### src/rtl/rvbridge_pkg.sv
// Shared constants for the raw/VIP bridge blocks.
// Default widths used by the FIFO monitor and by other bridge logic live here.
package rvbridge_pkg;

    localparam int RVB_USEDW_W    = 15;
    localparam int RVB_NUM_CH     = 2;
    localparam int RVB_WIN_W      = 24;
    localparam int RVB_CH_SLICE_W = RVB_USEDW_W;
    localparam int RVB_MAX_CH     = 16;

endpackage

### src/rtl/rvbridge_fifo_mon_ch.sv
// One channel of the FIFO monitor: running max/min, window peak and sticky threshold alarm.
// The window terminal strobe and clear come from the shared counter in the top level.
module rvbridge_fifo_mon_ch
    import rvbridge_pkg::*;
#(
    parameter int USEDW_WIDTH = RVB_CH_SLICE_W
) (
    input  logic                   clk,
    input  logic                   rst_n,
    input  logic [USEDW_WIDTH-1:0] usedw,
    input  logic                   clr,
    input  logic                   term,
    input  logic [USEDW_WIDTH-1:0] thresh,
    output logic [USEDW_WIDTH-1:0] maxusedw,
    output logic [USEDW_WIDTH-1:0] minusedw,
    output logic [USEDW_WIDTH-1:0] winpeak,
    output logic                   alarm
);

    function automatic logic [USEDW_WIDTH-1:0] umax(input logic [USEDW_WIDTH-1:0] a,
                                                    input logic [USEDW_WIDTH-1:0] b);
        return (a > b) ? a : b;
    endfunction

    function automatic logic [USEDW_WIDTH-1:0] umin(input logic [USEDW_WIDTH-1:0] a,
                                                    input logic [USEDW_WIDTH-1:0] b);
        return (a < b) ? a : b;
    endfunction

    logic [USEDW_WIDTH-1:0] run_pk;
    logic                   hit;

    assign hit = (thresh != '0) && (usedw >= thresh);

    always_ff @(posedge clk or negedge rst_n) begin
        if (!rst_n) begin
            maxusedw <= '0;
            minusedw <= '1;
            winpeak  <= '0;
            run_pk   <= '0;
            alarm    <= 1'b0;
        end else begin
            if (clr) begin
                maxusedw <= usedw;
                minusedw <= usedw;
            end else begin
                maxusedw <= umax(usedw, maxusedw);
                minusedw <= umin(usedw, minusedw);
            end
            // The terminal sample itself belongs to the closing window.
            if (term)
                winpeak <= umax(run_pk, usedw);
            run_pk <= (clr || term) ? '0 : umax(run_pk, usedw);
            // A fresh hit outranks a simultaneous clear.
            alarm  <= hit | (alarm & ~clr);
        end
    end

endmodule

### src/rtl/rvbridge_fifo_monitor.sv
// Multi-channel FIFO fill-level monitor with shared measurement window.
// Owns the window counter and win_valid; per-channel statistics live in rvbridge_fifo_mon_ch.
module rvbridge_fifo_monitor
    import rvbridge_pkg::*;
#(
    parameter int USEDW_WIDTH = RVB_CH_SLICE_W,
    parameter int NUM_CH      = RVB_NUM_CH,
    parameter int WIN_WIDTH   = RVB_WIN_W
) (
    input  logic                          clk,
    input  logic                          rst_n,
    input  logic [NUM_CH*USEDW_WIDTH-1:0] usedw,
    input  logic                          clr,
    input  logic [USEDW_WIDTH-1:0]        thresh,
    input  logic [WIN_WIDTH-1:0]          win_period,
    output logic [NUM_CH*USEDW_WIDTH-1:0] maxusedw,
    output logic [NUM_CH*USEDW_WIDTH-1:0] minusedw,
    output logic [NUM_CH*USEDW_WIDTH-1:0] winpeak,
    output logic                          win_valid,
    output logic [NUM_CH-1:0]             alarm
);

    localparam logic [WIN_WIDTH-1:0] WIN_ONE = WIN_WIDTH'(1);

    logic [WIN_WIDTH-1:0] win_cnt;
    logic                 term;

    // Compare against the live period so shrinking it mid-window ends the window at once.
    assign term = !clr && (win_period != '0) && (win_cnt >= (win_period - WIN_ONE));

    always_ff @(posedge clk or negedge rst_n) begin
        if (!rst_n) begin
            win_cnt   <= '0;
            win_valid <= 1'b0;
        end else begin
            win_valid <= term;
            if (clr || term || (win_period == '0))
                win_cnt <= '0;
            else
                win_cnt <= win_cnt + WIN_ONE;
        end
    end

    for (genvar k = 0; k < NUM_CH; k++) begin : g_ch
        rvbridge_fifo_mon_ch #(
            .USEDW_WIDTH(USEDW_WIDTH)
        ) u_ch (
            .clk      (clk),
            .rst_n    (rst_n),
            .usedw    (usedw[k*USEDW_WIDTH +: USEDW_WIDTH]),
            .clr      (clr),
            .term     (term),
            .thresh   (thresh),
            .maxusedw (maxusedw[k*USEDW_WIDTH +: USEDW_WIDTH]),
            .minusedw (minusedw[k*USEDW_WIDTH +: USEDW_WIDTH]),
            .winpeak  (winpeak[k*USEDW_WIDTH +: USEDW_WIDTH]),
            .alarm    (alarm[k])
        );
    end

endmodule
### config.mk
export PLATFORM = sky130hd
export DESIGN_NAME = rvbridge_fifo_monitor
export DESIGN_NICKNAME = d
export VERILOG_FILES = /design/src/rtl/rvbridge_pkg.sv /design/src/rtl/rvbridge_fifo_mon_ch.sv /design/src/rtl/rvbridge_fifo_monitor.sv
export SDC_FILE = /design/constraint.sdc
export NUM_CORES = 1
export LEC_CHECK = 0
export CORE_AREA = 2 2 147 149
export DETAILED_ROUTE_END_ITERATION = 8
export DIE_AREA = 0 0 149 151
export PLACE_DENSITY = 0.74
export SLEW_MARGIN = 30
export SYNTH_ARGS = -nofsm -noshare
export SYNTH_HDL_FRONTEND = slang
export SYNTH_HIERARCHICAL = 1
export SYNTH_SLANG_ARGS = --single-unit
### constraint.sdc
create_clock -name clk -period 6.55 [get_ports clk]
set_input_delay 0.655 -clock clk [delete_from_list [all_inputs] [get_ports clk]]
set_output_delay 0.655 -clock clk [all_outputs]
set_load 0.01 [all_outputs]
After elaboration in Yosys (flattened, before gate mapping). Index checks and enable logic that the tools add are counted.

Bits in registers: 147. Latch bits: 0. Memory bits (writable): 0. ROM bits: 0. Bits of input ports: 72. Word-level logic and storage cells: 55. Memories: 0.

$add $sub $neg: 2. Multipliers: 0. Divide/modulo/power cells: 0. Order comparisons: 9. Equality and inequality tests: 0. Shifts and indexed selects: 0. Muxes and demuxes: 13. Bitwise gates (word level): 5. Reductions and logical operators: 14.

Operators with widths (number): 15-bit 2-to-1 mux (12); 15-bit greater-than comparator (4); 15-bit greater-or-equal comparator (2); 15-bit < comparator (2); 24-bit by 1-bit adder with 24-bit output (second input constant) (1); 24-bit greater-or-equal comparator (1); 24-bit zero test (1); 24-bit 2-to-1 mux (1); 24-bit nonzero test (1); 24-bit by 1-bit subtractor with 24-bit output (second input constant) (1); 15-bit nonzero test (1); 2-bit nonzero test (4); 1-bit logical AND (4); 1-bit bitwise AND (2); 1-bit logical OR (2); 1-bit OR (2); 1-bit zero test (1); 1-bit NOT (1).

Longest topological paths before layout.
Depth after elaboration: 6. Depth in mapped cells: 18. Mapped depth without buffers: 15.

Modules after synthesis. Netlist, hierarchy kept.

Modules (own cells, without submodules): rvbridge_fifo_mon_ch (instances 2, cells an instance 376, area an instance 4042.6 um^2, sequential area each 1545.2 um^2); rvbridge_fifo_monitor (instances 1, cells an instance 244, area an instance 2189.6 um^2, sequential area each 625.6 um^2).

Worst setup path after synthesis. OpenSTA, ideal clock, no wires.

Path kind: in2reg. From: input port win_period[11]. To: register g_ch[0].u_ch.winpeak[10]. Setup time: 0.125 ns. Data arrival time: 4.673 ns. Path slack: 1.752 ns. Cell stages on the path: 15. Cells stage by stage: or4_4 -> or3_1 -> buf_2 -> nor4_1 -> xnor2_1 -> ha_1 -> nand4_1 -> nor3_1 -> nand2_1 -> o211ai_1 -> nor2b_1 -> clkbuf_1 -> clkbuf_1 -> mux2_2 -> mux2_4.

Longest elaborated chain between the ends: 3. Elaborated cells between the ends (all ways): 5. Classes of those cells: add/sub: 1; order compare: 1; reduce/logical: 3.

Ends and longest elaborated chain: from (decl) (RTL line rvbridge_fifo_monitor.sv:15) `input logic [WIN_WIDTH-1:0] win_period,`; 24-bit by 1-bit subtractor with 24-bit output or 24-bit nonzero test (tied branches) (RTL line rvbridge_fifo_monitor.sv:29) `assign term = !clr && (win_period != '0) && (win_cnt >= (win_period - WIN_ONE));`; 24-bit greater-or-equal comparator or 1-bit logical AND (tied branches) (RTL line rvbridge_fifo_monitor.sv:29); 1-bit logical AND (*) (RTL line rvbridge_fifo_monitor.sv:29); named net term (RTL line rvbridge_fifo_monitor.sv:26) `logic term;`; to (signal assigned) (RTL line rvbridge_fifo_mon_ch.sv:52) `winpeak <= umax(run_pk, usedw);`; to (decl) (RTL line rvbridge_fifo_mon_ch.sv:16) `output logic [USEDW_WIDTH-1:0] winpeak,`.

Mark *: on every way through the listed nets, which the timed path passes. The rest lies on a longest branch. A chain may end at the register's enable or synchronous reset.

Worst setup path after layout.
From: input port win_period[6]. To: register g_ch[0].u_ch.winpeak[3].

Same word-level chain as after synthesis.

==> results.toml <==
[detailed_routing]
drt_iter0_drc = 411
viasPerCell = 5.543
dr.pass1.iters = 4
drc = 0
drtAntennaViolNets = 0
routedWlPerCell_um = 18.32
vias = 8038
routed_wl_um = 26560

[logic_synthesis]
synth.yosys.warnings = 6
synth_top_area_share_pct = 28.49
syn_nets = 1212
synth.distinct_cells = 56
synth_edf_count = 0
synth_seq_cells = 147
avgSynthCellArea_um2 = 10.32
async_reset_ff_share_pct = 100.0
netlist_area_um2 = 10270
synth_seq_area_share_pct = 36.17
ys_top_cells_by_area = "dfrtp_1, ha_1, mux2i_1, dfstp_2, inv_1"
synth_ff_type = "dfrtp_1"
synth_cells = 996
yosysTopAreaCell = "dfrtp_1"

[sta]
rsz0062_at_grt = "no"
setup_viol = 0
fin_crit_sh_pct = 79.04
slew_viol_final = 0
hold_viol_final = 0
finalClockSkew_ns = 0.01665
max_slew_margin_pct = 45.75
setup-tns-final_ns = 0
fmax_mhz = 193.2
min_period_ns = 5.177
worst_pin_slew_ns = 0.8138

[setup_path]
critical-path-max-stage-delay_ns = 0.48
rr_worst_depth = 9
crit_path_max_fanout = 18
critPathBufInv = 2
crit_required_ns = 6.86
end_kind = "register"
cpMostUsedCell = "nor4_1"
endpoint = "g_ch[0].u_ch/winpeak[3]$_DFFE_PN0P_"
arrival_ns = 5.49
r2r_slack_ns = 3.15
critPathLaunchType = "input port"
r2r_end = "g_ch[0].u_ch/winpeak[3]$_DFFE_PN0P_"
path_delay_family = "simple AND/OR/NAND/NOR gates"
slowest_stage = "clkdlybuf4s50_1"
critPathLaunch = "win_period[6]"
path_cells = "clkdlybuf4s50_1, nor4_1, nand4b_1, or3_1, nor4_1, xnor2_1, ha_1, nand4_1, nor3_1, nand2_1, o211ai_1, nor2b_4, buf_4, and2_4, mux2_2"
r2r-start = "win_cnt[10]$_DFF_PN0_"
criticalPathCategory = "input port to register"
crit_cells = 15

[clock_tree]
insertion_delay_ns = 0.43
cts.sinks = 147
cts.clk_slew.worst_paths_ns = 0.07
hold_buffers = 0
htreeDepth = 4
post_cts_buffers = 0
cts_tree = "yes"
post_cts_resized = 0
cts_buffer_depth = 2
numCtsBuffers = 17
cts-root-buf = "clkbuf_16"

[flow_run]
drv_cap = 0

[place]
numPortBuffers = 164
gp_congestion = 0.8254
place_hpwl_um = 20170

[run_status]
outcome = "completed"

[layout]
drive_gt1_share_pct = 13.20
area.growth.synth_to_final_pct = 23.79
fin_nets = 1377

[global_route]
grt_pass1_wl_um = 42700
gr-total-overflow = 0
grt_pass1_vias = 8157
grt_usage_pct = 24.26
antenna_found_initial = 0
grt_max_degree = 82

[power_and_ir_drop]
ir_worst_vdd_v = 0.0001864
power_mw = 2.895
p_leak_nw = 6.034
power_density_nw_per_um2 = 227.6

[min_path]
min_path_type = "input port to asynchronous set/reset pin"

[die]
die_h_um = 151
dieArea_um2 = 22500
ios = 165
start_util_pct = 49.35
core_area_um2 = 20820
die_w_um = 149
rows = 53
## kinds of logic (layout without fill, tap and decap cells)
| logic type | Yosys count | in the layout | synth area share (%) |
|---|---|---|---|
| simple gates | 242 | 242 | 12.29 |
| mux | 150 | 150 | 16.00 |
| buf+inv | 150 | 328 | 6.271 |
| flops | 147 | 147 | 36.17 |
| fa+ha+maj | 144 | 144 | 17.54 |
| compound gates | 119 | 119 | 7.988 |
| xor+xnor | 44 | 44 | 3.751 |
| other cells | 0 | 1 | 0 |
## where the power goes
group / switching, mW / internal, mW / total, mW
Sequential: 0.0734 / 1.03 / 1.10
Combinational: 0.407 / 0.418 / 0.825
Clock: 0.434 / 0.535 / 0.969
## layout make-up
cell class	count	area [um^2]
Antenna cell	1	2.502
Multi-Input combinational cell	699	5922
Clock inverter	14	141.4
Fill cell	1776	8103
Clock buffer	18	429.2
Inverter	126	473.0
Timing Repair Buffer	170	1692
Tap cell	275	344.1
Sequential cell	147	3716
## sequential cells by signal (all words and copies together) (netlist names)
| register | flops |
|---|---|
| win_valid | 1 |
| g_ch.u_ch/alarm | 2 |
| g_ch.u_ch/minusedw | 30 |
| g_ch.u_ch/winpeak | 30 |
| g_ch.u_ch/run_pk | 30 |
| win_cnt | 24 |
| g_ch.u_ch/maxusedw | 30 |
## cells in the mapped netlist (3+ instances only)
cell type and instances:
nand4_1 26, nand3b_1 4, o211ai_1 3, inv_1 126, a21oi_1 48, nor2b_1 5
or4_4 3, o21ai_0 20, nor3_1 45, mux2_2 42, buf_6 4, mux2i_1 90
or2_2 3, nor2_1 62, mux2_4 18, buf_4 4, nor4_1 12, a21o_1 10
a211oi_1 10, buf_2 3, nand2_1 35, dfstp_2 30, a31oi_4 4, nand3_1 23
and3_1 5, ha_1 144, xor2_1 16, clkbuf_1 11, xnor2_1 28, nand2b_1 5
dfrtp_1 117
## metal layers
metal  track usage [%]  vias to the layer above  share of wire (%)  routed length [um]
met1             31.90                     3927                 45               12020
met5                 0                        -                  0                   0
met4             7.381                        0                1.7                 439
met3             5.181                       32                5.1                1347
li1                  -                     3868                  -                   -
met2             40.35                      211                 48               12750
## worst min-delay path by stage
stage	start	endpoint	slack [ns]	cells past startpoint
CTS	rst_n	g_ch[0].u_ch/maxusedw[14]$_DFFE_PN0P_	0.29	1
global placement	g_ch[1].u_ch/alarm$_DFF_PN0_	g_ch[1].u_ch/alarm$_DFF_PN0_	0.47	1
global route	rst_n	g_ch[0].u_ch/maxusedw[14]$_DFFE_PN0P_	0.32	1
finish	rst_n	g_ch[0].u_ch/maxusedw[14]$_DFFE_PN0P_	0.27	1
detailed placement	g_ch[0].u_ch/minusedw[10]$_DFFE_PN1P_	g_ch[0].u_ch/minusedw[10]$_DFFE_PN1P_	0.49	2
floorplan	rst_n	g_ch[0].u_ch/alarm$_DFF_PN0_	0.36	0
## layout by cell type, fill, tap and decap left out, drive strengths merged, types with 3 or more instances in the layout
master / Yosys / routed
clkdlybuf4s50: 0 / 163
ha: 144 / 144
inv: 126 / 134
dfrtp: 117 / 117
mux2i: 90 / 90
nor2: 62 / 62
mux2: 60 / 60
a21oi: 50 / 50
nor3: 46 / 46
nand2: 35 / 35
dfstp: 30 / 30
xnor2: 28 / 28
nand4: 26 / 26
nand3: 23 / 23
o21ai: 22 / 22
clkbuf: 11 / 18
xor2: 16 / 16
nor4: 15 / 15
a211oi: 12 / 12
a21o: 11 / 11
buf: 13 / 7
nand2b: 5 / 5
and3: 5 / 5
nor2b: 5 / 5
nand3b: 4 / 4
a31oi: 4 / 4
o31ai: 4 / 4
or4: 3 / 3
or2: 3 / 3
o211ai: 3 / 3
clkinvlp: 0 / 3
## through the flow
stage / hold WS, ns / utilization (%) / setup slack, ns / instances / cell area, um^2
2_1_floorplan: 0.3594 / - / 1.752 / 996 / 10270
3_3_place_gp: 0.4741 / 58.32 / 1.156 / 1417 / 12140
3_5_place_dp: 0.4860 / 58.32 / 0.9758 / 1417 / 12140
4_1_cts: 0.2921 / 61.06 / 1.398 / 1449 / 12710
5_1_grt: 0.3218 / 61.07 / 1.010 / 1449 / 12720
6_report: 0.2672 / 61.09 / 1.373 / 1450 / 12720
Power figures use the tool's default switching activity.
